`config.mk`:
```
export PLATFORM = sky130hd
export DESIGN_NAME = gf32_reduce_seq
export DESIGN_NICKNAME = d
export VERILOG_FILES = /design/src/rtl/gf32_pkg.sv /design/src/rtl/gf32_fold_step.sv /design/src/rtl/gf32_reduce_seq.sv
export SDC_FILE = /design/constraint.sdc
export NUM_CORES = 1
export LEC_CHECK = 0
export CAP_MARGIN = 20
export CORE_UTILIZATION = 35
export DETAILED_ROUTE_END_ITERATION = 12
export SYNTH_ARGS = -nofsm -noshare
export SYNTH_HDL_FRONTEND = slang
export SYNTH_HIERARCHICAL = 1
export SYNTH_SLANG_ARGS = --single-unit
```
`constraint.sdc`:
```
create_clock -name clk -period 3.3 [get_ports clk]
set_input_delay 0.495 -clock clk [delete_from_list [all_inputs] [get_ports clk]]
set_output_delay 0.495 -clock clk [all_outputs]
set_load 0.02 [all_outputs]
```
`src/rtl/gf32_pkg.sv`:
```
`default_nettype none
// ============================================================================
// Module      : gf32_pkg
// Description : Shared constants and FSM state type for the GF(2^32)
//               sequential reduction block.
// Revision    : 1.0 - initial release
// ============================================================================
package gf32_pkg;

    localparam logic [31:0] POLY_LOW_DEFAULT = 32'h0000_008D;

    localparam int c_FOLDS_SERIAL = 32;
    localparam int c_FOLDS_FOLD4  = 8;

    typedef enum logic [1:0] {
        IDLE = 2'd0,
        BUSY = 2'd1,
        DONE = 2'd2
    } gf32_state_e;

endpackage
`default_nettype wire

```
`src/rtl/gf32_fold_step.sv`:
```
`default_nettype none
// ============================================================================
// Module      : gf32_fold_step
// Description : Combinational single-bit fold: if w[i] is set, clear it and
//               XOR POLY_LOW into w[i-1:i-32]. Valid for i in 32..63.
// Revision    : 1.0 - initial release
// ============================================================================
module gf32_fold_step
    import gf32_pkg::*;
#(
    parameter logic [31:0] POLY_LOW = POLY_LOW_DEFAULT
) (
    input  logic [63:0] i_w,
    input  logic [5:0]  i_idx,
    output logic [63:0] o_w
);

    logic [63:0] w_mask;

    // For i >= 32 the low five index bits equal i-32, the target offset.
    always_comb begin
        w_mask = ({32'd0, POLY_LOW} << i_idx[4:0]) | (64'd1 << i_idx);
        o_w    = i_w[i_idx] ? (i_w ^ w_mask) : i_w;
    end

endmodule
`default_nettype wire

```
`src/rtl/gf32_reduce_seq.sv`:
```
`default_nettype none
// ============================================================================
// Module      : gf32_reduce_seq
// Description : Sequential constant-time reduction of a 64-bit carry-less
//               product modulo x^32 + POLY_LOW. Define GF32_REDUCE_FOLD4_EN
//               to fold four bits per cycle instead of one.
// Revision    : 1.0 - initial release
// ============================================================================
module gf32_reduce_seq
    import gf32_pkg::*;
#(
    parameter logic [31:0] POLY_LOW = POLY_LOW_DEFAULT
) (
    input  logic        clk,
    input  logic        rst,
    input  logic        in_valid,
    output logic        in_ready,
    input  logic [63:0] prod_in,
    output logic        out_valid,
    input  logic        out_ready,
    output logic [31:0] rem_out,
    output logic        busy
);

`ifdef GF32_REDUCE_FOLD4_EN
    localparam int c_FOLDS = c_FOLDS_FOLD4;
`else
    localparam int c_FOLDS = c_FOLDS_SERIAL;
`endif
    localparam int c_STEP  = 32 / c_FOLDS;
    localparam int c_CNT_W = $clog2(c_FOLDS);
    localparam logic [c_CNT_W-1:0] c_LAST = c_CNT_W'(c_FOLDS - 1);

    gf32_state_e        r_state_q,     w_state_d;
    logic [c_CNT_W-1:0] r_cnt_q,       w_cnt_d;
    logic [63:0]        r_work_q,      w_work_d;
    logic               r_in_ready_q,  w_in_ready_d;
    logic               r_out_valid_q, w_out_valid_d;
    logic               r_busy_q,      w_busy_d;
    logic [31:0]        r_rem_q,       w_rem_d;

    logic [c_STEP:0][63:0] w_chain;

    assign w_chain[0] = r_work_q;

    // Each cycle folds c_STEP bits, most significant unprocessed bit first.
    generate
        for (genvar k = 0; k < c_STEP; k++) begin : g_fold
            logic [5:0] w_idx;
            assign w_idx = 6'd63 - (6'(r_cnt_q) * 6'(c_STEP)) - 6'(k);
            gf32_fold_step #(
                .POLY_LOW (POLY_LOW)
            ) u_fold_step (
                .i_w   (w_chain[k]),
                .i_idx (w_idx),
                .o_w   (w_chain[k+1])
            );
        end
    endgenerate

    always_comb begin
        w_state_d     = r_state_q;
        w_cnt_d       = r_cnt_q;
        w_work_d      = r_work_q;
        w_in_ready_d  = r_in_ready_q;
        w_out_valid_d = r_out_valid_q;
        w_busy_d      = r_busy_q;
        w_rem_d       = r_rem_q;
        case (r_state_q)
            IDLE: begin
                if (in_valid) begin
                    w_state_d    = BUSY;
                    w_work_d     = prod_in;
                    w_cnt_d      = '0;
                    w_in_ready_d = 1'b0;
                    w_busy_d     = 1'b1;
                end
            end
            BUSY: begin
                w_work_d = w_chain[c_STEP];
                w_cnt_d  = r_cnt_q + 1'b1;
                if (r_cnt_q == c_LAST) begin
                    w_state_d     = DONE;
                    w_cnt_d       = '0;
                    w_busy_d      = 1'b0;
                    w_out_valid_d = 1'b1;
                    w_rem_d       = w_chain[c_STEP][31:0];
                end
            end
            DONE: begin
                if (out_ready) begin
                    w_state_d     = IDLE;
                    w_out_valid_d = 1'b0;
                    w_in_ready_d  = 1'b1;
                end
            end
            default: begin
                w_state_d     = IDLE;
                w_cnt_d       = '0;
                w_in_ready_d  = 1'b1;
                w_out_valid_d = 1'b0;
                w_busy_d      = 1'b0;
            end
        endcase
    end

    always_ff @(posedge clk) begin
        if (rst) begin
            r_state_q     <= IDLE;
            r_cnt_q       <= '0;
            r_work_q      <= '0;
            r_in_ready_q  <= 1'b1;
            r_out_valid_q <= 1'b0;
            r_busy_q      <= 1'b0;
            r_rem_q       <= '0;
        end else begin
            r_state_q     <= w_state_d;
            r_cnt_q       <= w_cnt_d;
            r_work_q      <= w_work_d;
            r_in_ready_q  <= w_in_ready_d;
            r_out_valid_q <= w_out_valid_d;
            r_busy_q      <= w_busy_d;
            r_rem_q       <= w_rem_d;
        end
    end

    assign in_ready  = r_in_ready_q;
    assign out_valid = r_out_valid_q;
    assign busy      = r_busy_q;
    assign rem_out   = r_rem_q;

endmodule
`default_nettype wire

```
==> flow_summary_export.csv <==
group,metric,value,unit
power_and_ir_drop,power_leakage,3.03,nW
yosys,syn_nets,932,
detailed_routing,via_count,6337,
floorplan,die_area,19900,µm²
clock_tree,numCtsBuffers,9,
setup_path,cp_data_required_time,3.57,ns
clock_tree,clk_pin_slew_worst_paths,0.07,ns
place,port_buffers,102,
detailed_routing,drc_errors,0,
yosys,yosys_warnings,6,
timing,setup_tns,0,ns
power_and_ir_drop,ir_worst_vdd,0.000257,V
clock_tree,clock_sinks,106,
timing,relSlewSlack,42.3,%
yosys,ys_seq_elements,106,
detailed_routing,drt_iter0_drc,457,
yosys,synth_area,6780,µm²
power_and_ir_drop,power_density,407,nW/µm²
detailed_routing,drtPass1Iterations,5,
final_layout,regArea,2120,µm²
final_layout,fin_area,8210,µm²
setup_path,critPathLaunchType,"flop",
setup_path,critPathArrivalTime,3.18,ns
detailed_routing,detail_route.wl_per_cell,17.3,µm
final_layout,area_growth,21.0,%
worst_hold_path,hp-class,"reg -> reg",
clock_tree,post_cts_resized,0,
status,status,"finished, final reports clean",
setup_path,critPathKind,"reg -> reg",
global_route,grt_pass1_wl,33.0,mm
final_layout,num-fill-cells,1929,
place,dp_hpwl,14.4,mm
timing,rsz0062_at_grt,"false",
clock_tree,post_cts_buffers,0,
clock_tree,ctsHoldBuffers,0,
timing,final_max_slew_viol_count,0,
yosys,ys_types,62,
timing,fin_crit,2.91,ns
global_route,grt_pass1_vias,6105,
final_layout,final_layout_size_suffix_gt1_share,7.07,%
yosys,seq_area_frac_synth,31.3,%
setup_path,worst-path-max-fanout,13,
floorplan,pin_count,103,
yosys,postSynthAreaPerCell,7.91,µm²
clock_tree,cts_tree,"built",
global_route,antenna_found_initial,0,
yosys,synth_edf_count,0,
timing,finalClockSkew,0.00873,ns
floorplan,fp-row-count,50,
yosys,synth_flop_cell,"dfxtp_1",
timing,final_hold_viol_count,0,
final_layout,nets,991,
clock_tree,cts_max_level,3,
floorplan,die_w,141,µm
clock_tree,clock_latency,0.36,ns
timing,finalSetupViolCount,0,
global_route,gr-total-overflow,0,
timing,max_freq,343,MHz
detailed_routing,postRouteAntennaNets,0,
floorplan,die_h,141,µm
detailed_routing,via_per_inst,5.37,
floorplan,initial_utilization,36.0,%
clock_tree,clockBufferDepth,2,
final_layout,antenna_cells,0,
yosys,synthCells,857,
place,gp_congestion,0.900,
global_route,grt_start_max_net_pins,84,
global_route,groute.usage.overall,20.9,%
floorplan,core_area,18800,µm²
final_layout,multi_input_area,4130,µm²
detailed_routing,wl,20.5,mm
yosys,synthArstFlopShare,0,%
setup_path,endpoint_kind,"flop",
clock_tree,clockRootBuffer,"clkbuf_16",
timing,tightest_slew,0.866,ns
job,max_cap_violations,0,
timing,post-route-period-util,88.3,%
place,dpl_cell_area,7920,µm²
[kinds of logic after synthesis]
group | count (synthesis) | share of synthesized area, %
AOI/OAI and AO/OA | 237 | 26.5
xor gates and xnor gates | 64 | 8.27
adders and majority gates | 7 | 1.29
buffers and inverters | 102 | 7.86
DFF | 106 | 31.3
muxes | 35 | 5.44
other | 1 | 0.0553
and+or+nand+nor | 305 | 19.3
[path summary, 6_finish.rpt]
| path | cells after the start | to | slack [ns] | from |
|---|---|---|---|---|
| min | 2 | rem_out[19] | 0.46 | rem_out[19] |
| max | 10 | r_work_q[30] | 0.39 | r_cnt_q[0] |
| min reg2reg | 2 | rem_out[19] | 0.46 | rem_out[19] |
| max reg2reg | 10 | r_work_q[30] | 0.39 | r_cnt_q[0] |
[sequential cells by signal, indices dropped and copies added, names as in the netlist]
register / cells
rem_out: 32
r_state_q: 2
r_cnt_q: 5
r_work_q: 64
busy: 1
out_valid: 1
in_ready: 1
[layout by cell type, fill, tap and decap left out, types with 19 or more instances in the layout]
cell type	count
a21oi_1	39
nand3_1	28
o2bb2ai_1	23
a22oi_1	22
a211oi_1	30
inv_1	19
o21ai_0	22
dfxtp_1	106
nand2_1	136
xnor2_1	63
a311oi_1	27
buf_4	26
clkdlybuf4s50_1	101
mux2i_1	29
nor2_1	103
[cell type report]
class	count	share of cell area, %
tap	260	3.96
clock inverter	5	0.655
timing repair buffer	130	15.4
multi-input combinational	649	50.3
clock buffer	10	2.91
sequential	106	25.9
inverter	20	0.915
[worst max-delay path, stage by stage, from the launching register on]
cell and delay, ns:
dfxtp_1 0.42, inv_1 0.29, inv_1 0.21, ha_1 0.58
nor2_1 0.15, a21oi_1 0.28, a22o_1 0.21, o21ai_1 0.11
xnor2_1 0.25, o2bb2ai_1 0.11, a211oi_1 0.21
[metal layers]
layer	share of wire (%)	wire length, µm	GRT usage [%]	vias to the layer above
li1	-	-	-	3160
met1	48	9850	29.1	2985
met2	46	9330	32.5	159
met3	4.4	900	3.53	33
met4	1.9	395	6.81	0
met5	0	0	0	-
[stage by stage]
stage	utilization (%)	cells	hold WS, ns	power (W)	worst slack [ns]
floorplan	-	857	0.465	0.00205	0.887
global placement	42.0	1165	0.446	0.00226	0.550
detailed placement	42.0	1165	0.449	0.00226	0.496
CTS	43.6	1180	0.460	0.00336	0.466
global route	43.6	1180	0.474	0.00351	0.210
finish	43.6	1180	0.456	0.00334	0.387
[Yosys cell counts, types with 10 or more instances]
cell	instances	share of area, %
nand2_1	136	7.5
dfxtp_1	106	31
nor2_1	103	5.7
xnor2_1	63	8.1
a21oi_1	39	2.9
clkbuf_1	31	1.7
a211oi_1	30	3.3
mux2i_1	29	4.3
nand3_1	28	2.1
a311oi_1	27	3.5
buf_2	27	2.0
o2bb2ai_1	23	3.0
a22oi_1	22	2.4
o21ai_0	22	1.6
inv_1	19	1.1
buf_6	11	1.8
o211ai_1	11	1.2
o211ai_2	10	1.8
[power by group]
group / switching [W] / internal, W
Clock: 0.000491 / 0.000604
Sequential: 0.000100 / 0.00137
Combinational: 0.000423 / 0.000350
Total: 0.00101 / 0.00233
(Power assumes the default switching activity.)
